File: config.mk
export PLATFORM = sky130hd
export DESIGN_NAME = bcd_serial_rx
export DESIGN_NICKNAME = d
export VERILOG_FILES = /design/src/rtl/bcd_link_pkg.sv /design/src/rtl/bcd_digit_check.sv /design/src/rtl/bcd_serial_rx.sv
export SDC_FILE = /design/constraint.sdc
export NUM_CORES = 1
export LEC_CHECK = 0
export CORE_MARGIN = 2
export CORE_UTILIZATION = 50
export CTS_CLUSTER_SIZE = 16
export DETAILED_ROUTE_END_ITERATION = 8
export PLACE_DENSITY = 0.82
export RECOVER_POWER = 50
export SYNTH_ARGS = -nofsm -noshare
export SYNTH_HDL_FRONTEND = slang
export SYNTH_SLANG_ARGS = --single-unit
File: constraint.sdc
create_clock -name clk -period 3 [get_ports clk]
set_clock_uncertainty 0.2 [all_clocks]
set_input_delay 0.6 -clock clk [delete_from_list [all_inputs] [get_ports clk]]
set_output_delay 0.6 -clock clk [all_outputs]
set_load 0.03 [all_outputs]
File: src/rtl/bcd_link_pkg.sv
// Shared definitions for the serial BCD display link (transmitter and receiver).
// Bit order on the wire: MSB first, so digit 3 (bits [15:12]) is sent first.
package bcd_link_pkg;

    localparam int DIGITS   = 4;
    localparam int NIBBLE_W = 4;
    localparam int WORD_W   = DIGITS * NIBBLE_W;
    localparam int CNT_W    = 5;

    typedef enum logic [1:0] {
        IDLE    = 2'd0,
        SHIFT   = 2'd1,
        OVERRUN = 2'd2
    } rx_state_e;

    // A BCD digit is only legal in the range 0..9.
    function automatic logic nibble_bad(input logic [NIBBLE_W-1:0] nib);
        return (nib > 4'd9);
    endfunction

endpackage

File: src/rtl/bcd_digit_check.sv
// Combinational range check of a packed BCD word: flags any digit above 9.
// Shared with the display_out assertion checker.
module bcd_digit_check
    import bcd_link_pkg::*;
#(
    parameter int N_DIGITS = DIGITS
) (
    input  logic [N_DIGITS*NIBBLE_W-1:0] word,
    output logic                         any_bad
);

    // OR-reduce the per-digit range violations.
    always_comb begin
        any_bad = 1'b0;
        for (int d = 0; d < N_DIGITS; d++) begin
            if (nibble_bad(word[d*NIBBLE_W +: NIBBLE_W])) begin
                any_bad = 1'b1;
            end else begin
                any_bad = any_bad;
            end
        end
    end

endmodule

File: src/rtl/bcd_serial_rx.sv
// Receiver for the serial BCD display link: deserialises one WORD_W-bit frame,
// checks its length and digit range, and presents it with a one-cycle strobe.
module bcd_serial_rx
    import bcd_link_pkg::*;
#(
    parameter int DIGITS_P = DIGITS,
    parameter int WORD_W_P = WORD_W,
    parameter int CNT_W_P  = CNT_W
) (
    input  logic                clk,
    input  logic                rst,
    input  logic                enable,
    input  logic                data_in,
    input  logic                sending_data,
    output logic [WORD_W_P-1:0] bcd_out,
    output logic                valid,
    output logic                frame_err,
    output logic                bcd_err
);

    localparam logic [CNT_W_P-1:0] FULL_CNT = CNT_W_P'(WORD_W_P);
    localparam logic [CNT_W_P-1:0] ONE_CNT  = CNT_W_P'(1);
    localparam logic [CNT_W_P-1:0] ZERO_CNT = {CNT_W_P{1'b0}};

    rx_state_e           state_r;
    rx_state_e           state_s;
    logic [CNT_W_P-1:0]  count_r;
    logic [CNT_W_P-1:0]  count_s;
    logic [WORD_W_P-1:0] shift_r;
    logic [WORD_W_P-1:0] shift_s;
    logic [WORD_W_P-1:0] bcd_out_r;
    logic                valid_r;
    logic                frame_err_r;
    logic                bcd_err_r;
    logic                load_s;
    logic                ferr_s;
    logic                any_bad_s;

    bcd_digit_check #(
        .N_DIGITS (DIGITS_P)
    ) u_digit_check (
        .word    (shift_r),
        .any_bad (any_bad_s)
    );

    // Frame FSM: counts bits while the qualifier is high and judges the frame when it drops.
    always_comb begin
        state_s = state_r;
        count_s = count_r;
        shift_s = shift_r;
        load_s  = 1'b0;
        ferr_s  = 1'b0;
        if (!enable) begin
            // Disabled: drop any partial frame silently and ignore the line.
            state_s = IDLE;
            count_s = ZERO_CNT;
        end else begin
            case (state_r)
                IDLE: begin
                    if (sending_data) begin
                        shift_s = {shift_r[WORD_W_P-2:0], data_in};
                        count_s = ONE_CNT;
                        state_s = SHIFT;
                    end else begin
                        count_s = ZERO_CNT;
                    end
                end
                SHIFT: begin
                    if (sending_data) begin
                        if (count_r < FULL_CNT) begin
                            shift_s = {shift_r[WORD_W_P-2:0], data_in};
                            count_s = count_r + ONE_CNT;
                        end else begin
                            state_s = OVERRUN;
                        end
                    end else begin
                        if (count_r == FULL_CNT) begin
                            load_s = 1'b1;
                        end else begin
                            ferr_s = 1'b1;
                        end
                        state_s = IDLE;
                        count_s = ZERO_CNT;
                    end
                end
                OVERRUN: begin
                    if (!sending_data) begin
                        ferr_s  = 1'b1;
                        state_s = IDLE;
                        count_s = ZERO_CNT;
                    end else begin
                        state_s = OVERRUN;
                    end
                end
                default: begin
                    state_s = IDLE;
                    count_s = ZERO_CNT;
                end
            endcase
        end
    end

    // State, strobes and the output word; bcd_err is captured with the word it describes.
    always_ff @(posedge clk) begin
        if (rst) begin
            state_r     <= IDLE;
            count_r     <= ZERO_CNT;
            shift_r     <= {WORD_W_P{1'b0}};
            bcd_out_r   <= {WORD_W_P{1'b0}};
            valid_r     <= 1'b0;
            frame_err_r <= 1'b0;
            bcd_err_r   <= 1'b0;
        end else begin
            state_r     <= state_s;
            count_r     <= count_s;
            shift_r     <= shift_s;
            valid_r     <= load_s;
            frame_err_r <= ferr_s;
            if (load_s) begin
                bcd_out_r <= shift_r;
                bcd_err_r <= any_bad_s;
            end else begin
                bcd_out_r <= bcd_out_r;
                bcd_err_r <= bcd_err_r;
            end
        end
    end

    assign bcd_out   = bcd_out_r;
    assign valid     = valid_r;
    assign frame_err = frame_err_r;
    assign bcd_err   = bcd_err_r;

endmodule

; Word level (Yosys, flattened, before mapping)
; Index checks and enable logic that the tools add are counted.
[totals]
word_cells = 55
regBits = 42
inputBits = 5
out_inout_bits = 19
[classes]
eq_ne = 9
bitwise_logic = 1
reduce_logical = 6
n_lt_le_gt_ge = 5
mux = 26
n_addsub = 1
[ops]
columns = cell, n
row1 = 16-bit two-way mux, 3
row2 = 16-bit one-hot mux with 2 select lines, 1
row3 = 4-bit greater-than comparator (second input constant), 4
row4 = 5-bit two-way mux, 3
row5 = 5-bit one-hot mux with 3 select lines, 1
row6 = 1-bit two-way mux, 12
row7 = 2-bit two-way mux, 4
row8 = 2-bit != test (second input constant), 4
row9 = 3-bit != test (second input constant), 2
row10 = 2-bit one-hot mux with 3 select lines, 1
row11 = 5-bit by 1-bit adder with 5-bit output (second input constant), 1
row12 = 5-bit equality test (second input constant), 1
row13 = 5-bit < comparator (second input constant), 1
row14 = 5-bit AND reduction, 1
row15 = 2-bit AND reduction, 2
row16 = 2-bit by 1-bit equality test with 1-bit output (second input constant), 1
row17 = 2-bit equality test (second input constant), 1
row18 = 2-bit zero test, 1
row19 = 1-bit one-hot mux with 2 select lines, 1
row20 = 2-bit nonzero test, 1
row21 = 2-bit OR reduction, 1
row22 = 1-bit NOT, 1

; Longest topological paths before layout
[logic_depth]
depth_word = 5
depth_mapped = 8

; Hierarchy
; From an unflattened synthesis, not the netlist that was laid out.
[unflattened]
hier_cells = 169
hier_area_um2 = 1740.4
[by_module_without_submodules]
columns = module, cells_each, n_inst, seq_area_each_um2, area_each_um2
row1 = bcd_serial_rx, 164, 1, 840.8, 1714.1
row2 = bcd_digit_check, 5, 1, 0.0, 26.3

; Least setup slack after synthesis
; No wires, ideal clock.
[synth_path]
kind = reg-to-reg
startpoint = register state_r[1]
endpoint = register shift_r[10]
setup_ns = 0.128
stages_incl_launch_ff = 8
required_ns = 2.672
path_buffers = 1
arrival_ns = 1.534
path_slack_ns = 1.139
path_cell_list = dfxtp_1 -> inv_1 -> ha_1 -> nand2b_4 -> a21oi_4 -> buf_12 -> mux2i_1 -> nor2_1
[synth_via]
elab_chain_cells = 3
[synth_lines]
columns = element, line_no
row1 = "start, declared", bcd_serial_rx.sv:25  ; rx_state_e state_r;
row2 = "start signal, assigned", bcd_serial_rx.sv:114  ; state_r <= state_s;
row3 = 2-bit by 1-bit equality test with 1-bit output or 2-bit zero test (tied branches), bcd_serial_rx.sv:58  ; case (state_r)
row4 = 2-bit != test (no line) or 2-bit nonzero test (tied branches), -
row5 = 5-bit AND reduction (no line), -
row6 = "end signal, assigned", bcd_serial_rx.sv:108  ; shift_r <= {WORD_W_P{1'b0}};
row7 = "end signal, assigned", bcd_serial_rx.sv:116  ; shift_r <= shift_s;
row8 = "end, declared", bcd_serial_rx.sv:29  ; logic [WORD_W_P-1:0] shift_r;
; Parallel ways exist; a longest one is shown, timed or not.
; A chain may end at the register's enable or synchronous reset.

; Worst setup path after layout
[layout_path]
startpoint = input port rst
endpoint = register shift_r[15]
[layout_lines]
columns = element, line_no
row1 = "start, declared", bcd_serial_rx.sv:11  ; input logic rst,
; No word-level cell between the ends.

==> flow_summary.yaml <==
status:
  status: "finished, final reports clean"
sta:
  finalCritPeriodShare: 0.791
  rsz0062_at_grt: "false"
  whs_ps: 308
  worst_slew_pin_slew_ps: 1380
  fmax_mhz: 421
  final-setup-viol-count: 0
  fin_crit_ps: 2370
  hold_violations: 0
  finalMaxSlewViolations: 0
  tns_ps: 0
  slew_headroom: 0.0822
setup_path:
  crit_path_start_kind: "primary input"
  timing.rr.start: "state_r[1]$_SDFFE_PP0P_"
  arrival_ps: 2350
  criticalPathCategory: "in -> reg"
  crit_fanout: 34
  worst_setup_path_end_kind: "flop"
  cp.required_ps: 2980
  cp-startpoint: "rst"
detailed_routing:
  wire_per_inst_um: 12.3
  drt_iter0_markers: 46
  antenna_left: 0
  vias: 1248
  drt_first_pass_iters: 4
  drc: 0
  avgViaCountPerCell: 5.14
  drt_wl_total_um: 2990
clock_tree:
  cts_max_path_buffers: 2
  cts_max_level: 2
  cts_buffers: 5
  cts.sinks: 42
  clock_latency_ps: 350
  cts_hold_buf: 0
  cts_tree: "yes"
  path_clk_slew_ps: 120
  post_cts_buffers: 0
  cts-root-buf: "clkbuf_4"
  ctsResizeCount: 0
hold_path:
  hp-start: "bcd_out[0]$_SDFFE_PP0P_"
  hold_class: "reg -> reg"
synth:
  ys_ff_latch: 42
  synth_cells: 171
  yosysSeqAreaShare: 0.477
  synth_top_area_share: 0.477
  syn_nets: 182
  avgSynthCellArea_um2: 10.3
  yosysWarnings: 0
  synth_cell_types: 32
  synth.area.top_cells: "dfxtp_1, mux2i_1, nor2_1"
  synthesis.area_mm2: 0.00176
  synth_top_area_cell: "dfxtp_1"
floorplanning:
  fp-row-count: 21
  start_util: 0.524
  core_area_mm2: 0.00336
  die_h_um: 63.4
  dieArea_mm2: 0.00402
  die_w_um: 63.4
  io_pins: 24
final_layout:
  syn_to_final_growth_pct: 16.0
  layout_common_cells: "dfxtp_1, nor2_1, mux2i_1"
  drive_gt1_frac: 0.0711
  nets: 207
  final_util: 0.608
  regArea_um2: 841
  final_common_cell: "dfxtp_1"
  nFillCells: 288
  n_antenna_cell: 0
  multi_input_area_um2: 825
  instances_no_fill: 243
pwr:
  peakVddDrop_v: 0.000270
  p_total_mw: 0.887
  p_leak_nw: 0.721
  power-per-cell-area_mw_per_mm2: 433
placed_design:
  dp.final_hpwl_um: 2090
  finalWeightedCongestion: 0.802
  portBuffers: 23
  dp.cells: 235
global_route:
  grt_remaining_overflow: 0
  grt_util_all_layers: 0.165
  grt_max_degree: 35
  grt_first_pass_wirelength_um: 5260
  grt_pass1_vias: 1206
  antenna_found_initial: 0
flow_run:
  drv_cap: 0
where the power goes:
group / internal (mW) / switching [mW]
Combinational: 0.0209 / 0.0304
Sequential: 0.560 / 0.00246
Clock: 0.0922 / 0.181
critical path: stages:
cell and delay, ps:
dlygate4sd3_1 570, clkbuf_1 1020, nor2_1 160
state kept, by name, summed over array words and instances, names as in the netlist:
register and cells:
bcd_err 1, bcd_out 16, count_r 5, frame_err 1, shift_r 16, state_r 2, valid 1
metrics by stage:
stage | instance area [um^2] | setup WS [ps]
2_1_floorplan | 1760 | 1140
3_3_place_gp | 2000 | 491
3_5_place_dp | 2000 | 411
4_1_cts | 2060 | 786
5_1_grt | 2050 | 509
6_report | 2050 | 628
metal layers:
layer / wire, um / GRT usage / share of wire / vias up
met1: 1440 / 0.199 / 0.48 / 577
met5: 0 / 0 / 0 / -
met3: 135 / 0.0518 / 0.045 / 11
met2: 1330 / 0.266 / 0.44 / 29
met4: 85 / 0.0815 / 0.028 / 0
li1: - / - / - / 631
cell type report:
cell class,instances,share of cell area
Clock buffer,6,0.0202
Clock inverter,2,0.00673
Inverter,5,0.00917
Multi-Input combinational cell,116,0.403
Sequential cell,42,0.411
Tap cell,46,0.0281
Timing Repair Buffer,26,0.122
kinds of logic (layout without fill, tap and decap cells):
family,Yosys count,in the layout,synth area share
fa+ha+maj,6,6,0.0426
xor+xnor,2,2,0.00994
compound gates,18,18,0.0632
buf+inv,13,39,0.0511
simple gates,57,57,0.169
mux,33,33,0.187
flops,42,42,0.477
path summary, 6_finish.rpt:
path                                                  to  slack [ps]  depth (start not counted)
worst max-delay path            shift_r[15]$_SDFFE_PP0P_         630                          3
worst min-delay path             bcd_out[0]$_SDFFE_PP0P_         310                          2
worst max register to register  shift_r[15]$_SDFFE_PP0P_         920                          7
worst min register to register   bcd_out[0]$_SDFFE_PP0P_         310                          2
synth_stat cells:
| cell type | number |
|---|---|
| nor3b_1 | 1 |
| o21ai_0 | 6 |
| mux2i_1 | 33 |
| a21oi_1 | 7 |
| inv_2 | 1 |
| buf_2 | 1 |
| nand4b_1 | 1 |
| nor2b_1 | 1 |
| nand2_1 | 2 |
| o21ai_1 | 1 |
| a21boi_1 | 1 |
| dfxtp_1 | 42 |
| inv_1 | 4 |
| a41oi_1 | 1 |
| nand2b_4 | 2 |
| buf_12 | 2 |
| nand4bb_4 | 1 |
| nor3_2 | 1 |
| xnor2_1 | 2 |
| a21o_2 | 1 |
| ha_1 | 6 |
| nor4_1 | 1 |
| nor3_1 | 1 |
| or3_1 | 2 |
| nor2_1 | 38 |
| a21oi_4 | 1 |
| nand2b_1 | 1 |
| clkbuf_1 | 4 |
| nand3_1 | 3 |
| nor4b_1 | 1 |
| nand4_1 | 1 |
| buf_6 | 1 |
Note: power is estimated with default switching activity, not from simulation.
